`config.mk`:
```
export PLATFORM = sky130hd
export DESIGN_NAME = multicycle_ctrl
export DESIGN_NICKNAME = d
export VERILOG_FILES = /design/src/rtl/multicycle_ctrl.sv
export SDC_FILE = /design/constraint.sdc
export NUM_CORES = 1
export LEC_CHECK = 0
export CAP_MARGIN = 20
export CORE_MARGIN = 1
export CORE_UTILIZATION = 51
export CTS_BUF_LIST = sky130_fd_sc_hd__clkbuf_2
export CTS_CLUSTER_SIZE = 30
export DETAILED_ROUTE_END_ITERATION = 16
export GPL_ROUTABILITY_DRIVEN = 0
export PLACE_DENSITY = 0.88
export SLEW_MARGIN = 30
export SYNTH_ARGS = -nofsm -noshare
export SYNTH_HDL_FRONTEND = slang
export SYNTH_SLANG_ARGS = --single-unit
export TNS_END_PERCENT = 50
```
`constraint.sdc`:
```
create_clock -name clk -period 3.05 [get_ports clk]
set_input_delay 0.305 -clock clk [delete_from_list [all_inputs] [get_ports clk]]
set_output_delay 0.305 -clock clk [all_outputs]
set_load 0.03 [all_outputs]
```
`src/rtl/multicycle_ctrl.sv`:
```
`default_nettype none
// ============================================================================
// Module   : multicycle_ctrl
// Purpose  : Main controller for the multicycle MIPS datapath. Sequences
//            fetch, decode, address, memory, execute and writeback steps.
//            Memory states wait on a ready handshake guarded by a wait-state
//            timeout. Unsupported opcodes and bus timeouts enter an absorbing
//            TRAP state and set sticky flags.
// Macro    : MULTICYCLE_CTRL_BNE_EN
//            When defined, adds the BNE opcode (000101) and its state.
//            When undefined, that opcode traps as illegal.
// Ports    : clk, reset (sync, active-high), opcode[5:0], zero, mem_ready
//            pc_en, iord, we_mem, ir_write, reg_dst, mem_to_reg, we_regf,
//            alu_src_a, alu_src_b[1:0], aluop[1:0], pc_src[1:0],
//            illegal, bus_error, state[STATE_W-1:0]
// Revision : 1.0  initial release
// ============================================================================
module multicycle_ctrl #(
  parameter int MEM_TIMEOUT = 16,
  parameter int STATE_W     = 4
) (
  input  logic               clk,
  input  logic               reset,
  input  logic [5:0]         opcode,
  input  logic               zero,
  input  logic               mem_ready,
  output logic               pc_en,
  output logic               iord,
  output logic               we_mem,
  output logic               ir_write,
  output logic               reg_dst,
  output logic               mem_to_reg,
  output logic               we_regf,
  output logic               alu_src_a,
  output logic [1:0]         alu_src_b,
  output logic [1:0]         aluop,
  output logic [1:0]         pc_src,
  output logic               illegal,
  output logic               bus_error,
  output logic [STATE_W-1:0] state
);

  localparam logic [5:0] OP_R    = 6'b000000;
  localparam logic [5:0] OP_LW   = 6'b100011;
  localparam logic [5:0] OP_SW   = 6'b101011;
  localparam logic [5:0] OP_BEQ  = 6'b000100;
  localparam logic [5:0] OP_ADDI = 6'b001000;
  localparam logic [5:0] OP_J    = 6'b000010;
`ifdef MULTICYCLE_CTRL_BNE_EN
  localparam logic [5:0] OP_BNE  = 6'b000101;
`endif

  localparam int CNT_W = (MEM_TIMEOUT > 0) ? $clog2(MEM_TIMEOUT + 1) : 1;
  localparam logic [CNT_W-1:0] CNT_MAX  = '1;
  localparam logic [CNT_W-1:0] TMO_LAST = (MEM_TIMEOUT > 0) ? CNT_W'(MEM_TIMEOUT - 1) : '0;

  typedef enum logic [3:0] {
    S_FETCH  = 4'd0,
    S_DECODE = 4'd1,
    S_MEMADR = 4'd2,
    S_MEMRD  = 4'd3,
    S_MEMWB  = 4'd4,
    S_MEMWR  = 4'd5,
    S_EXEC   = 4'd6,
    S_ALUWB  = 4'd7,
    S_BRANCH = 4'd8,
    S_ADDIEX = 4'd9,
    S_ADDIWB = 4'd10,
    S_JUMP   = 4'd11,
    S_TRAP   = 4'd12
`ifdef MULTICYCLE_CTRL_BNE_EN
    , S_BNE  = 4'd13
`endif
  } state_t;

  state_t           state_q, state_d;
  logic [CNT_W-1:0] cnt_q, cnt_d;
  logic             illegal_q, illegal_d;
  logic             bus_error_q, bus_error_d;
  logic             timeout_hit;
  logic             is_wait;

  // Last permitted waiting cycle with no ready; mem_ready takes priority.
  assign timeout_hit = (MEM_TIMEOUT != 0) && !mem_ready && (cnt_q == TMO_LAST);
  assign is_wait     = (state_q == S_FETCH) || (state_q == S_MEMRD) || (state_q == S_MEMWR);

  always_comb begin
    state_d     = state_q;
    illegal_d   = illegal_q;
    bus_error_d = bus_error_q;
    case (state_q)
      S_FETCH, S_MEMRD, S_MEMWR: begin
        if (mem_ready) begin
          state_d = (state_q == S_FETCH) ? S_DECODE :
                    (state_q == S_MEMRD) ? S_MEMWB  : S_FETCH;
        end else if (timeout_hit) begin
          state_d     = S_TRAP;
          bus_error_d = 1'b1;
        end
      end
      S_DECODE: begin
        case (opcode)
          OP_LW, OP_SW: state_d = S_MEMADR;
          OP_R:         state_d = S_EXEC;
          OP_BEQ:       state_d = S_BRANCH;
          OP_ADDI:      state_d = S_ADDIEX;
          OP_J:         state_d = S_JUMP;
`ifdef MULTICYCLE_CTRL_BNE_EN
          OP_BNE:       state_d = S_BNE;
`endif
          default: begin
            state_d   = S_TRAP;
            illegal_d = 1'b1;
          end
        endcase
      end
      // Only LW/SW reach MEMADR; the IR still holds the opcode.
      S_MEMADR: state_d = (opcode == OP_SW) ? S_MEMWR : S_MEMRD;
      S_EXEC:   state_d = S_ALUWB;
      S_ADDIEX: state_d = S_ADDIWB;
      S_TRAP:   state_d = S_TRAP;
      default:  state_d = S_FETCH;
    endcase

    // Counter runs only while lingering in a wait state; any transition or
    // a ready cycle (which always transitions) clears it.
    if (is_wait && (state_d == state_q)) begin
      cnt_d = (cnt_q == CNT_MAX) ? cnt_q : cnt_q + CNT_W'(1);
    end else begin
      cnt_d = '0;
    end
  end

  always_ff @(posedge clk) begin
    if (reset) begin
      state_q     <= S_FETCH;
      cnt_q       <= '0;
      illegal_q   <= 1'b0;
      bus_error_q <= 1'b0;
    end else begin
      state_q     <= state_d;
      cnt_q       <= cnt_d;
      illegal_q   <= illegal_d;
      bus_error_q <= bus_error_d;
    end
  end

  // Output decode. While reset is high, outputs look like FETCH with the
  // ready-gated enables forced low.
  state_t st_out;
  logic   ready_g;
  logic   pc_write;
  logic   branch;
`ifdef MULTICYCLE_CTRL_BNE_EN
  logic   branch_ne;
`endif

  assign st_out  = reset ? S_FETCH : state_q;
  assign ready_g = mem_ready & ~reset;

  always_comb begin
    iord       = 1'b0;
    we_mem     = 1'b0;
    ir_write   = 1'b0;
    reg_dst    = 1'b0;
    mem_to_reg = 1'b0;
    we_regf    = 1'b0;
    alu_src_a  = 1'b0;
    alu_src_b  = 2'b00;
    aluop      = 2'b00;
    pc_src     = 2'b00;
    pc_write   = 1'b0;
    branch     = 1'b0;
`ifdef MULTICYCLE_CTRL_BNE_EN
    branch_ne  = 1'b0;
`endif
    case (st_out)
      S_FETCH: begin
        alu_src_b = 2'b01;
        ir_write  = ready_g;
        pc_write  = ready_g;
      end
      S_DECODE: alu_src_b = 2'b11;
      S_MEMADR: begin
        alu_src_a = 1'b1;
        alu_src_b = 2'b10;
      end
      S_MEMRD: iord = 1'b1;
      S_MEMWB: begin
        mem_to_reg = 1'b1;
        we_regf    = 1'b1;
      end
      S_MEMWR: begin
        iord   = 1'b1;
        we_mem = 1'b1;
      end
      S_EXEC: begin
        alu_src_a = 1'b1;
        aluop     = 2'b10;
      end
      S_ALUWB: begin
        reg_dst = 1'b1;
        we_regf = 1'b1;
      end
      S_BRANCH: begin
        alu_src_a = 1'b1;
        aluop     = 2'b01;
        pc_src    = 2'b01;
        branch    = 1'b1;
      end
      S_ADDIEX: begin
        alu_src_a = 1'b1;
        alu_src_b = 2'b10;
      end
      S_ADDIWB: we_regf = 1'b1;
      S_JUMP: begin
        pc_src   = 2'b10;
        pc_write = 1'b1;
      end
`ifdef MULTICYCLE_CTRL_BNE_EN
      S_BNE: begin
        alu_src_a = 1'b1;
        aluop     = 2'b01;
        pc_src    = 2'b01;
        branch_ne = 1'b1;
      end
`endif
      default: ;
    endcase
  end

`ifdef MULTICYCLE_CTRL_BNE_EN
  assign pc_en = pc_write | (branch & zero) | (branch_ne & ~zero);
`else
  assign pc_en = pc_write | (branch & zero);
`endif

  logic [3:0] state_bits;
  assign state_bits = state_q;
  assign state      = STATE_W'(state_bits);
  assign illegal    = illegal_q;
  assign bus_error  = bus_error_q;

endmodule
`default_nettype wire

```
==> results of run 1 <==
-- report_power, final --
group | leakage, nW | switching [mW] | internal [mW] | total, mW
sequential | 0.0894 | 0.0160 | 0.151 | 0.167
clock | 0.0166 | 0.0431 | 0.0348 | 0.0779
combinational | 0.403 | 0.0831 | 0.0632 | 0.146
-- flip-flops by register name (all words and copies together), names as in the netlist --
register,flops
state,4
illegal,1
cnt_q,5
bus_error,1
-- worst max-delay path by stage --
stage                      endpoint  cells after the start
after global placement        pc_en                      5
after global routing       aluop[0]                      4
final                      aluop[0]                      4
after CTS                  aluop[0]                      4
after detailed placement      pc_en                      5
after floorplan           pc_src[0]                      6
-- final cells by class --
class / instances / area (sq um)
clock buffers: 4 / 20.0
fillers: 153 / 493
inverters: 4 / 15.0
multi-input cells: 109 / 661
flip-flops and latches: 11 / 220
well taps: 25 / 31.3
repair buffers: 31 / 305
-- cells in the mapped netlist --
cell / count
xnor2_1: 2
inv_1: 3
nor2_1: 22
o22a_1: 1
a2111oi_0: 2
and3_2: 1
nand2b_1: 3
buf_4: 2
and2b_1: 1
a22oi_1: 1
clkbuf_1: 3
o311a_1: 1
a32o_1: 1
o21ai_0: 4
nand4b_1: 1
xor2_1: 5
buf_6: 2
and3_1: 5
or4_1: 1
inv_2: 1
o31ai_1: 1
a21oi_1: 10
nand3_1: 2
a311oi_1: 1
a31oi_1: 2
or2b_1: 1
a21oi_2: 1
or2_2: 2
nand4_1: 2
mux2i_1: 2
ha_1: 3
and4b_1: 1
o2111ai_2: 1
nor3_1: 13
a21o_1: 3
dfxtp_1: 11
nand2_1: 8
nor2b_1: 4
or3_1: 1
buf_2: 3
-- tightest hold or removal path: stages, from the launching register on --
cell,delay [ps]
dfxtp_1,320
inv_1,50
a21oi_1,50
-- kinds of logic (layout without fill, tap and decap cells) --
kind of cell / count (synthesis) / count (layout) / synth area share [%]
compound gates: 29 / 29 / 20.7
mux: 2 / 2 / 2.09
buf+inv: 14 / 39 / 8.21
fa+ha+maj: 3 / 3 / 3.91
flops: 11 / 11 / 22.9
simple gates: 68 / 68 / 35.7
xor+xnor: 7 / 7 / 6.39
-- per-stage QoR --
step | power, mW | hold WS [ps] | std cells
final | 0.391 | 464 | 184
after global routing | 0.412 | 488 | 184
after CTS | 0.395 | 470 | 184
after detailed placement | 0.314 | 451 | 180
after global placement | 0.310 | 454 | 180
after floorplan | 0.264 | 508 | 134
-- per-layer routing --
metal | part of all wire (%) | routed length, um
met1 | 40 | 1030
met2 | 50 | 1280
met3 | 7.6 | 196
met4 | 2.4 | 63
met5 | 0 | 0
==> results.sh, run 1 <==
export IMPL_start_util_pct=55.0
export IMPL_cts_root_buf="clkbuf_2"
export IMPL_worstPathArrival_ps=2390
export IMPL_worstPathCellList="or2b_1, or2_2, nor3_1, clkdlybuf4s50_1"
export IMPL_final_common_cell="clkdlybuf4s50_1"
export IMPL_setup_ws_ps=354
export IMPL_netlist_area_sq_um=960
export IMPL_ff2ff_setup_slack_ps=780
export IMPL_cts_tree="yes"
export IMPL_crit_slowest_cell="clkdlybuf4s50_1"
export IMPL_cts_path_max_buffers=2
export IMPL_h_tree_depth=1
export IMPL_syn_to_final_growth_pct=30.5
export IMPL_cp_start_kind="register"
export IMPL_dpl_worst_slack_ps=569
export IMPL_yosysUniqueCellTypes=40
export IMPL_worstHoldPathCells=2
export IMPL_grt_pass1_vias=1032
export IMPL_yosysWarnings=0
export IMPL_tns_ps=0
export IMPL_final_cell_mix="29 x clkdlybuf4s50_1, 22 x nor2_1, 13 x nor3_1"
export IMPL_fin_skew_ps=0.324
export IMPL_final_max_slew_viol_count=0
export IMPL_syn_instance_count=134
export IMPL_die_area_sq_um=2060
export IMPL_postCtsSetupBuffers=0
export IMPL_postSynthAreaPerCell_sq_um=7.16
export IMPL_outcome="finished, final reports clean"
export IMPL_drc=0
export IMPL_hpwl_mm=2.01
export IMPL_ios=30
export IMPL_postCtsHoldBufs=0
export IMPL_report_final_hold_viol_count=0
export IMPL_grt_ovfl_total=0
export IMPL_viasPerCell=6.10
export IMPL_slew_headroom_pct=60.0
export IMPL_startpoint="state[3]$_SDFF_PP0_"
export IMPL_io_buffers=29
export IMPL_path_buf_inv=1
export IMPL_die_x_um=45.4
export IMPL_antenna_found_initial=0
export IMPL_max_stage_delay_ps=730
export IMPL_grtUsageMet3_pct=4.37
export IMPL_ys_seq_area_share_pct=22.9
export IMPL_row_count=15
export IMPL_period_needed_ps=2700
export IMPL_maxCapViolations=0
export IMPL_power_leakage_nw=0.509
export IMPL_peakVddDrop_v=0.000308
export IMPL_via_count=1122
export IMPL_end_kind="primary output"
export IMPL_die_h_um=45.4
export IMPL_core_sq_um=1750
export IMPL_reg2reg_to="cnt_q[2]$_SDFFE_PP0P_"
export IMPL_drt_wl_total_mm=2.58
export IMPL_netlist_top_cells_area="dfxtp_1 23%, nor2_1 8.6%, nor3_1 6.8%"
export IMPL_critical_path_top_delay_family="simple AND/OR/NAND/NOR gates"
export IMPL_drt_iter0_markers=59
export IMPL_dr_pass1_iters=5
export IMPL_cts_buffers=3
export IMPL_ys_ff_latch=11
export IMPL_rsz0062_at_grt="no"
export IMPL_min_from="illegal$_SDFFE_PP0P_"
export IMPL_worst_path_max_fanout=13
export IMPL_met1_usage_pct=33.7
export IMPL_met2_usage_pct=48.0
export IMPL_layout_drive_gt1_share_pct=7.55
export IMPL_clock_latency_ps=240
export IMPL_nNetsFinal=173
export IMPL_final_core_util_pct=71.8
export IMPL_synth_top_area_share_pct=22.9
export IMPL_placed_area_sq_um=1230
export IMPL_fmax_mhz=371
export IMPL_wl_per_cell_um=14.0
export IMPL_max_slew_worst_pin_slew_ps=585
export IMPL_grt_pass1_wl_mm=4.33
export IMPL_hold_path_end="illegal$_SDFFE_PP0P_"
export IMPL_worstHoldPathType="register to register"
export IMPL_cts_sinks=11
export IMPL_crit_type="register to primary output"
export IMPL_setup_viol=0
export IMPL_final_cell_area_sq_um=1250
export IMPL_grt_busiest_layer="met2"
export IMPL_grt_use_total_pct=28.5
export IMPL_cellPowerDensity_nw_per_um2=312
export IMPL_r2r_cells=7
export IMPL_regToRegStartpoint="cnt_q[0]$_SDFFE_PP0P_"
export IMPL_post_cts_resized=0
export IMPL_ant_nets=0
export IMPL_syn_nets=147
export IMPL_grt_max_degree=19
export IMPL_path_clk_slew_ps=90
export IMPL_antenna_cells=0
export IMPL_yosysTopAreaCell="dfxtp_1"
export IMPL_cp_required_ps=2740
export IMPL_period_share_pct=88.4
Note: power is estimated with default switching activity, not from simulation.
==> run 2: changes to the inputs <==
CORE_MARGIN = not set   (was 1)
SLEW_MARGIN = 5   (was 30)
==> results of run 2 <==
Final layout, timing and power as in run 1 (identical DEF).
==> run 3: changes to the inputs <==
==> constraint.sdc (replaced) <==
create_clock -name clk -period 3.05 [get_ports clk]
set_input_delay 0.305 -clock clk [delete_from_list [all_inputs] [get_ports clk]]
set_output_delay 0.305 -clock clk [all_outputs]
set_load 0.005 [all_outputs]
==> results.sh, run 3 (synthesis gave the netlist of run 1 again) <==
export IMPL_max_slew_worst_pin_slew_ps=648
export IMPL_largest_register_ffs=5
export IMPL_worstPathCellList="or2b_1, or2_2, nor3_1, clkdlybuf4s50_1"
export IMPL_clockPowerShare_pct=21.2
export IMPL_seqPwrFrac_pct=46.9
export IMPL_layout_drive_gt1_share_pct=6.37
export IMPL_cp_start_kind="register"
export IMPL_h_tree_depth=1
export IMPL_drt_iter0_markers=40
export IMPL_dr_pass1_iters=4
export IMPL_crit_slowest_cell="dfxtp_1"
export IMPL_final_max_slew_viol_count=0
export IMPL_row_count=15
export IMPL_p_comb_share_pct=31.9
export IMPL_crit_type="register to primary output"
export IMPL_grt_use_total_pct=24.1
export IMPL_cts_tree="yes"
export IMPL_postCtsHoldBufs=0
export IMPL_setup_viol=0
export IMPL_io_buffers=29
export IMPL_placed_area_sq_um=1220
export IMPL_worst_path_max_fanout=13
export IMPL_cellPowerDensity_nw_per_um2=292
export IMPL_hpwl_mm=1.75
export IMPL_maxCapViolations=0
export IMPL_cts_root_buf="clkbuf_2"
export IMPL_grt_ovfl_total=0
export IMPL_cp_required_ps=2740
export IMPL_ios=30
export IMPL_rsz0062_at_grt="no"
export IMPL_die_x_um=45.4
export IMPL_tns_ps=0
export IMPL_num_fill_cells=159
export IMPL_syn_to_final_growth_pct=28.9
export IMPL_clock_latency_ps=230
export IMPL_cts_sinks=11
export IMPL_final_cell_area_sq_um=1240
export IMPL_outcome="finished, final reports clean"
export IMPL_dp_cells=178
export IMPL_grt_pass1_wl_mm=3.76
export IMPL_largest_register="cnt_q"
export IMPL_slew_headroom_pct=56.7
export IMPL_report_final_hold_viol_count=0
export IMPL_cts_path_max_buffers=2
export IMPL_die_h_um=45.4
export IMPL_final_common_cell="clkdlybuf4s50_1"
export IMPL_grt_max_degree=21
export IMPL_period_needed_ps=2500
export IMPL_nNetsFinal=171
export IMPL_post_cts_resized=0
export IMPL_ant_nets=0
export IMPL_die_area_sq_um=2060
export IMPL_stdcell_count=182
export IMPL_worstHoldPathType="register to register"
export IMPL_end_kind="primary output"
export IMPL_drt_wl_total_mm=2.29
export IMPL_antenna_cells=0
export IMPL_core_sq_um=1750
export IMPL_viasPerCell=5.74
export IMPL_cts_buffers=3
export IMPL_path_clk_slew_ps=100
export IMPL_drc=0
export IMPL_via_count=1044
export IMPL_fmax_mhz=400
export IMPL_critical_path_top_delay_family="simple AND/OR/NAND/NOR gates"
export IMPL_p_switching_uw=115
export IMPL_peakVddDrop_v=0.000294
export IMPL_worstPathArrival_ps=2190
export IMPL_antenna_found_initial=0
export IMPL_max_stage_delay_ps=580
export IMPL_period_share_pct=81.9
export IMPL_wl_per_cell_um=12.6
export IMPL_start_util_pct=55.0
export IMPL_power_leakage_nw=0.499
export IMPL_p_sw_share_pct=31.9
export IMPL_fin_skew_ps=5.57
export IMPL_p_int_uw=246
export IMPL_final_cell_mix="29 x clkdlybuf4s50_1, 22 x nor2_1, 13 x nor3_1"
export IMPL_postCtsSetupBuffers=0
export IMPL_path_buf_inv=1
export IMPL_grt_pass1_vias=835
## run 3: cell types whose count changed in the layout (fill, tap and decap cells not counted)
cell,previous run,this run
buf_4,2,0
## run 3: final timing paths
path	from	endpoint	slack [ps]	cells past startpoint
worst min register to register	illegal$_SDFFE_PP0P_	illegal$_SDFFE_PP0P_	460	2
worst max register to register	cnt_q[0]$_SDFFE_PP0P_	cnt_q[0]$_SDFFE_PP0P_	840	7
worst min-delay path	illegal$_SDFFE_PP0P_	illegal$_SDFFE_PP0P_	460	2
worst max-delay path	state[3]$_SDFF_PP0_	pc_src[0]	550	4
## run 3: through the flow
stage	utilization, %	worst slack, ps	hold slack [ps]	power [mW]
after detailed placement	69.7	619	447	0.287
after global routing	70.9	425	502	0.384
after floorplan	-	1050	442	0.240
final	70.9	552	464	0.361
after global placement	69.7	677	455	0.283
after CTS	70.9	537	468	0.364
## run 3: worst min-delay path, delay by kind of cell (launching register included)
family	cells	cell delay, ps
DFF	1	320
buffers and inverters	1	50
AOI/OAI and AO/OA	1	50
## run 3: cell type report
| cell class | instances | area [sq um] | area share (%) |
|---|---|---|---|
| clock buffer | 4 | 20.0 | 1.62 |
| inverter | 4 | 15.0 | 1.21 |
| multi-input combinational | 109 | 661 | 53.4 |
| sequential | 11 | 220 | 17.8 |
| tap | 25 | 31.3 | 2.53 |
| timing repair buffer | 29 | 290 | 23.5 |
## run 3: layer usage
metal	wire [um]	GRT usage [%]	share of wire [%]
met1	1020	35.4	45
met2	1070	36.9	47
met3	185	1.59	8.1
met4	19	8.48	0.83
met5	0	0	0
## run 3: power by group through the flow
| stage | logic, mW | clock network (mW) | registers [mW] |
|---|---|---|---|
| after detailed placement | 0.114 | 0 | 0.172 |
| after global placement | 0.112 | 0 | 0.171 |
| after global routing | 0.127 | 0.0849 | 0.172 |
| after floorplan | 0.0818 | 0 | 0.159 |
| after CTS | 0.115 | 0.0804 | 0.169 |
| final | 0.115 | 0.0765 | 0.169 |
